File: config.mk
export PLATFORM = sky130hd
export DESIGN_NAME = carfield_uart_tx_driver
export DESIGN_NICKNAME = d
export VERILOG_FILES = /design/src/rtl/carfield_uart_tx_driver.sv
export SDC_FILE = /design/constraint.sdc
export NUM_CORES = 1
export LEC_CHECK = 0
export ABC_CLOCK_PERIOD_IN_PS = 6500
export CORE_MARGIN = 2
export CORE_UTILIZATION = 63
export DETAILED_ROUTE_END_ITERATION = 8
export PLACE_DENSITY_LB_ADDON = 0.05
export SLEW_MARGIN = 15
export SYNTH_ARGS = -nofsm -noshare
export SYNTH_HDL_FRONTEND = slang
export SYNTH_SLANG_ARGS = --single-unit
File: constraint.sdc
create_clock -name clk_i -period 6.5 [get_ports clk_i]
set_input_delay 1.625 -clock clk_i [delete_from_list [all_inputs] [get_ports clk_i]]
set_output_delay 1.625 -clock clk_i [all_outputs]
set_load 0.05 [all_outputs]
File: src/rtl/carfield_uart_tx_driver.sv
// rtl/carfield_uart_tx_driver.sv - UART transmitter with input FIFO driving a carfield uart_rx line
// Frame: start, DataBits LSB-first, optional even parity, 1 or 2 stop bits.
module carfield_uart_tx_driver #(
  parameter int unsigned DataBits    = 8,
  parameter int unsigned FifoDepth   = 4,
  parameter int unsigned ClkDivWidth = 16
) (
  input  logic                         clk_i,
  input  logic                         rst_ni,
  input  logic [ClkDivWidth-1:0]       clk_div_i,
  input  logic                         parity_en_i,
  input  logic                         two_stop_i,
  input  logic [DataBits-1:0]          data_i,
  input  logic                         valid_i,
  output logic                         ready_o,
  output logic                         tx_o,
  output logic                         busy_o,
  output logic [$clog2(FifoDepth):0]   usage_o
);

  localparam int unsigned PtrW = $clog2(FifoDepth);
  localparam int unsigned IdxW = $clog2(DataBits);

  typedef enum logic [2:0] {
    IDLE, START, DATA, PARITY, STOP1, STOP2
  } state_t;

  logic [DataBits-1:0]    r_mem [FifoDepth];
  logic [PtrW-1:0]        r_wptr, r_rptr;
  logic [PtrW:0]          r_usage;

  state_t                 r_state, w_state_n;
  logic [ClkDivWidth-1:0] r_cnt, w_cnt_n;
  logic [ClkDivWidth-1:0] r_div;
  logic [IdxW-1:0]        r_idx, w_idx_n;
  logic [DataBits-1:0]    r_data;
  logic                   r_par, r_two, r_tx, w_tx_n;

  logic                   w_full, w_empty, w_push, w_pop, w_load, w_bit_end, w_frame_done;
  logic [ClkDivWidth-1:0] w_div_in;
  logic [IdxW-1:0]        w_idx_inc;
  logic [DataBits-1:0]    w_head;

  assign w_full    = (r_usage == (PtrW+1)'(FifoDepth));
  assign w_empty   = (r_usage == '0);
  assign w_push    = valid_i & ~w_full;
  assign w_head    = r_mem[r_rptr];
  assign w_div_in  = (clk_div_i == '0) ? ClkDivWidth'(1) : clk_div_i;
  assign w_bit_end = (r_cnt == '0);
  assign w_idx_inc = r_idx + IdxW'(1);

  always_ff @(posedge clk_i) begin
    if (w_push) r_mem[r_wptr] <= data_i;
  end

  always_ff @(posedge clk_i or negedge rst_ni) begin
    if (!rst_ni) begin
      r_wptr  <= '0;
      r_rptr  <= '0;
      r_usage <= '0;
    end else begin
      if (w_push) r_wptr <= r_wptr + PtrW'(1);
      if (w_pop)  r_rptr <= r_rptr + PtrW'(1);
      case ({w_push, w_pop})
        2'b10:   r_usage <= r_usage + (PtrW+1)'(1);
        2'b01:   r_usage <= r_usage - (PtrW+1)'(1);
        default: r_usage <= r_usage;
      endcase
    end
  end

  // Every bit lasts r_div cycles: the counter reloads with div-1 and the state moves on at 0.
  always_comb begin
    w_state_n    = r_state;
    w_cnt_n      = (r_state == IDLE) ? r_cnt : r_cnt - ClkDivWidth'(1);
    w_idx_n      = r_idx;
    w_tx_n       = r_tx;
    w_pop        = 1'b0;
    w_load       = 1'b0;
    w_frame_done = 1'b0;
    case (r_state)
      IDLE: begin
        if (!w_empty) begin
          w_pop     = 1'b1;
          w_load    = 1'b1;
          w_tx_n    = 1'b0;
          w_cnt_n   = w_div_in - ClkDivWidth'(1);
          w_state_n = START;
        end
      end
      START: begin
        if (w_bit_end) begin
          w_state_n = DATA;
          w_idx_n   = '0;
          w_tx_n    = r_data[0];
          w_cnt_n   = r_div - ClkDivWidth'(1);
        end
      end
      DATA: begin
        if (w_bit_end) begin
          w_cnt_n = r_div - ClkDivWidth'(1);
          if (r_idx == IdxW'(DataBits - 1)) begin
            w_state_n = r_par ? PARITY : STOP1;
            w_tx_n    = r_par ? ^r_data : 1'b1;
          end else begin
            w_idx_n = w_idx_inc;
            w_tx_n  = r_data[w_idx_inc];
          end
        end
      end
      PARITY: begin
        if (w_bit_end) begin
          w_state_n = STOP1;
          w_tx_n    = 1'b1;
          w_cnt_n   = r_div - ClkDivWidth'(1);
        end
      end
      STOP1: begin
        if (w_bit_end) begin
          if (r_two) begin
            w_state_n = STOP2;
            w_cnt_n   = r_div - ClkDivWidth'(1);
          end else begin
            w_frame_done = 1'b1;
          end
        end
      end
      STOP2: begin
        if (w_bit_end) w_frame_done = 1'b1;
      end
      default: w_state_n = IDLE;
    endcase
    // A queued byte starts immediately after the last stop bit, with no idle gap.
    if (w_frame_done) begin
      if (!w_empty) begin
        w_pop     = 1'b1;
        w_load    = 1'b1;
        w_tx_n    = 1'b0;
        w_cnt_n   = w_div_in - ClkDivWidth'(1);
        w_state_n = START;
      end else begin
        w_tx_n    = 1'b1;
        w_state_n = IDLE;
      end
    end
  end

  always_ff @(posedge clk_i or negedge rst_ni) begin
    if (!rst_ni) begin
      r_state <= IDLE;
      r_cnt   <= '0;
      r_idx   <= '0;
      r_tx    <= 1'b1;
      r_data  <= '0;
      r_div   <= ClkDivWidth'(1);
      r_par   <= 1'b0;
      r_two   <= 1'b0;
    end else begin
      r_state <= w_state_n;
      r_cnt   <= w_cnt_n;
      r_idx   <= w_idx_n;
      r_tx    <= w_tx_n;
      if (w_load) begin
        r_data <= w_head;
        r_div  <= w_div_in;
        r_par  <= parity_en_i;
        r_two  <= two_stop_i;
      end
    end
  end

  assign ready_o = ~w_full;
  assign tx_o    = r_tx;
  assign busy_o  = (r_state != IDLE) | ~w_empty;
  assign usage_o = r_usage;

endmodule

==> flow_summary.toml <==
[logic_synthesis]
synth_seq_cells = 88
synth-async-reset-ratio_pct = 63.6
syn_nets = 502
synth.avg_cell_area_um2 = 10.4
netlist_instances = 462
synth_ff_type = "dfrtp_1"
seq_area_frac_synth_pct = 49.2
ys_warn_count = 0
syn-cell-area_um2 = 4810
ys_types = 65
synth_edf_count = 32

[power]
p_clk_share_pct = 14.6
leakage_nw = 2.15
sequentialPowerShare_pct = 40.6
p_total_w = 0.00258
power_density_nw_per_um2 = 479
p_comb_share_pct = 44.8
vdd_ir_drop_max_mv = 0.316
p_int_w = 0.00144
swShare_pct = 44.1
switchingPower_w = 0.00114

[sta]
fin_crit_sh_pct = 62.5
slew_headroom_pct = 43.7
clock.fmax_mhz = 246
slew_violations = 0
min_period_ps = 4070
setup_slack_ps = 2430
finalSetupTns_ps = 0
worst_pin_slew_ps = 838
finalSetupViolCount = 0
grt_setup_unrepaired = "no"
hold_viol = 0
fin_worst_skew_ps = 5.62

[min_path]
holdCritStartpoint = "r_data[4]"
hold_class = "reg -> reg"

[routing]
viasPerCell = 6.05
wl_per_cell_um = 17.5
antenna_left = 0
first_iter_violations = 260
via_count = 3611
drcViolationCount = 0
firstDrtPassIters = 5
drt-total-wl_um = 10500

[setup_path]
crit_type = "reg -> out"
r2r_slack_ps = 3400
cp_max_fo = 17
r2r_cells = 12
worstSetupStartpointType = "flip-flop"
cp-end-kind = "primary output"
r2r_start = "r_cnt[0]"
cpPeakStageDelay_ps = 750
reg2reg_to = "usage_o[2]"
cp-endpoint = "busy_o"
arrival_ps = 2440
critPathSlowestCell = "clkdlybuf4s50_1"
crit_chain = "nor3_1, nand2_1, clkdlybuf4s50_1"
crit_required_ps = 4880
crit_start = "r_state[0]"

[run]
maxCapViolations = 0

[final_layout]
fin_cells = 597
diodes = 0
nNetsFinal = 533
area_growth_syn_to_layout_pct = 12.0
stdcell_area_um2 = 5390
drive_gt1_share_pct = 10.2

[clock_network]
cts.hold.buffers_added = 0
clk_pin_slew_ps = 100
cts-htree-levels = 3
post_cts_buffers = 0
clock_path_buffers = 2
clock-sinks = 88
worstSkewPairLatency_ps = 370
cts_made_buffers = 9
cts_tree = "done"
post_cts_resized = 0
ctsRootBufferMaster = "clkbuf_8"

[placement]
dp_cells = 581
dp_hpwl_um = 7550
preCtsSetupSlack_ps = 2220
portBuffers = 34
gp_congestion = 0.885
dpl-instance-area_um2 = 5190

[global_routing]
grt_pass1_vias = 3623
grt_pass1_wl_um = 17400
grt-ovfl-total = 0
grt_max_degree = 57
grtUsageTotal_pct = 26.5
antenna_found_initial = 0

[floorplanning]
die_x_um = 91.4
coreArea_um2 = 7330
die_area_um2 = 8350
die_y_um = 91.4
start_util_pct = 65.6
rows = 31
ios = 35

[status]
status = "finished clean"
## flip-flops by register name, summed over array words and instances, names as in the netlist
signal / flops
r_mem: 32
r_two: 1
r_cnt: 16
tx_o: 1
r_idx: 3
r_state: 3
r_par: 1
usage_o: 3
r_wptr: 2
r_data: 8
r_div: 16
r_rptr: 2
## power by group through the flow
stage,Sequential (W),Clock (W),Combinational [W]
finish,0.00105,0.000377,0.00116
CTS,0.00105,0.000380,0.00116
floorplan,0.00100,0,0.000922
global route,0.00108,0.000401,0.00128
global placement,0.00104,0,0.00111
detailed placement,0.00106,0,0.00114
## per-stage QoR
stage / hold WS (ps) / util (%)
3_3_place_gp: 472 / 70.9
3_5_place_dp: 503 / 70.9
2_1_floorplan: 459 / -
4_1_cts: 526 / 73.5
6_report: 524 / 73.5
5_1_grt: 546 / 73.5
## cell type report
| class | instances | area (µm²) |
|---|---|---|
| Clock buffer | 9 | 124 |
| Clock inverter | 7 | 70.1 |
| Fill cell | 521 | 1940 |
| Inverter | 16 | 65.1 |
| Multi-Input combinational cell | 342 | 2290 |
| Sequential cell | 88 | 2360 |
| Tap cell | 99 | 124 |
| Timing Repair Buffer | 36 | 350 |
## layer usage
layer  share of wire (%)  GRT usage, %
met5                   0             0
met4                 2.4          11.6
met3                 4.2          3.82
met2                  51          45.6
met1                  42          33.4
## logic make-up after synthesis
| group | Yosys count | share of synthesized area (%) |
|---|---|---|
| xor gates and xnor gates | 50 | 9.10 |
| buffers and inverters | 32 | 3.22 |
| adders and majority gates | 11 | 3.02 |
| DFF | 88 | 49.2 |
| and+or+nand+nor | 196 | 20.4 |
| muxes | 12 | 5.15 |
| AOI/OAI and AO/OA | 73 | 9.99 |
## cells in the final DEF, fill, tap and decap left out, types with 4 or more instances in the layout
master | netlist | final
o22ai_1 | 6 | 6
inv_1 | 15 | 15
xnor2_1 | 27 | 27
edfxtp_1 | 32 | 32
nor3_1 | 14 | 14
mux4_2 | 10 | 10
nor2_1 | 32 | 32
clkbuf_8 | 0 | 9
inv_8 | 0 | 4
dfrtp_1 | 54 | 54
and3_1 | 8 | 8
ha_1 | 10 | 10
o21ai_1 | 4 | 4
o21ai_0 | 16 | 16
xor2_1 | 23 | 23
nand3_1 | 5 | 5
nand2_1 | 95 | 95
a21oi_1 | 13 | 13
a22oi_1 | 8 | 8
nor4_1 | 8 | 8
clkdlybuf4s50_1 | 0 | 33
or3_1 | 4 | 4
## worst max-delay path: cells and delay by family, from the launching register on
kind	cells	cell delay, ps
DFF	1	570
and+or+nand+nor	2	740
buffers and inverters	1	750
## worst min-delay path by stage
stage                     end  slack [ps]  cells past startpoint
floorplan           r_div[15]         460                      2
global placement    r_div[15]         470                      2
detailed placement  r_data[4]         500                      2
CTS                 r_data[4]         530                      2
global route        r_div[15]         550                      2
finish              r_data[4]         520                      2
## cells in the mapped netlist, types with 3 or more instances
master,n,area [µm²]
or3_1,4,25.0
xor2_1,23,201
nor2_1,32,120
o31ai_1,3,22.5
nand2_1,95,357
nor3_1,14,70.1
dfrtp_1,54,1350
mux4_2,10,225
nor4_1,8,50.1
or4_1,3,22.5
a21oi_1,13,65.1
o22ai_1,6,37.5
ha_1,10,125
and3_1,8,50.1
o21ai_0,16,80.1
xnor2_1,27,236
nor3b_1,3,22.5
inv_1,15,56.3
nand3b_1,3,22.5
buf_2,6,30.0
a22oi_1,8,60.1
a31oi_1,3,18.8
nand3_1,5,25.0
clkbuf_1,4,15.0
o21ai_1,4,20.0
edfxtp_1,32,961
No activity file was read; power rests on OpenSTA's default activity.
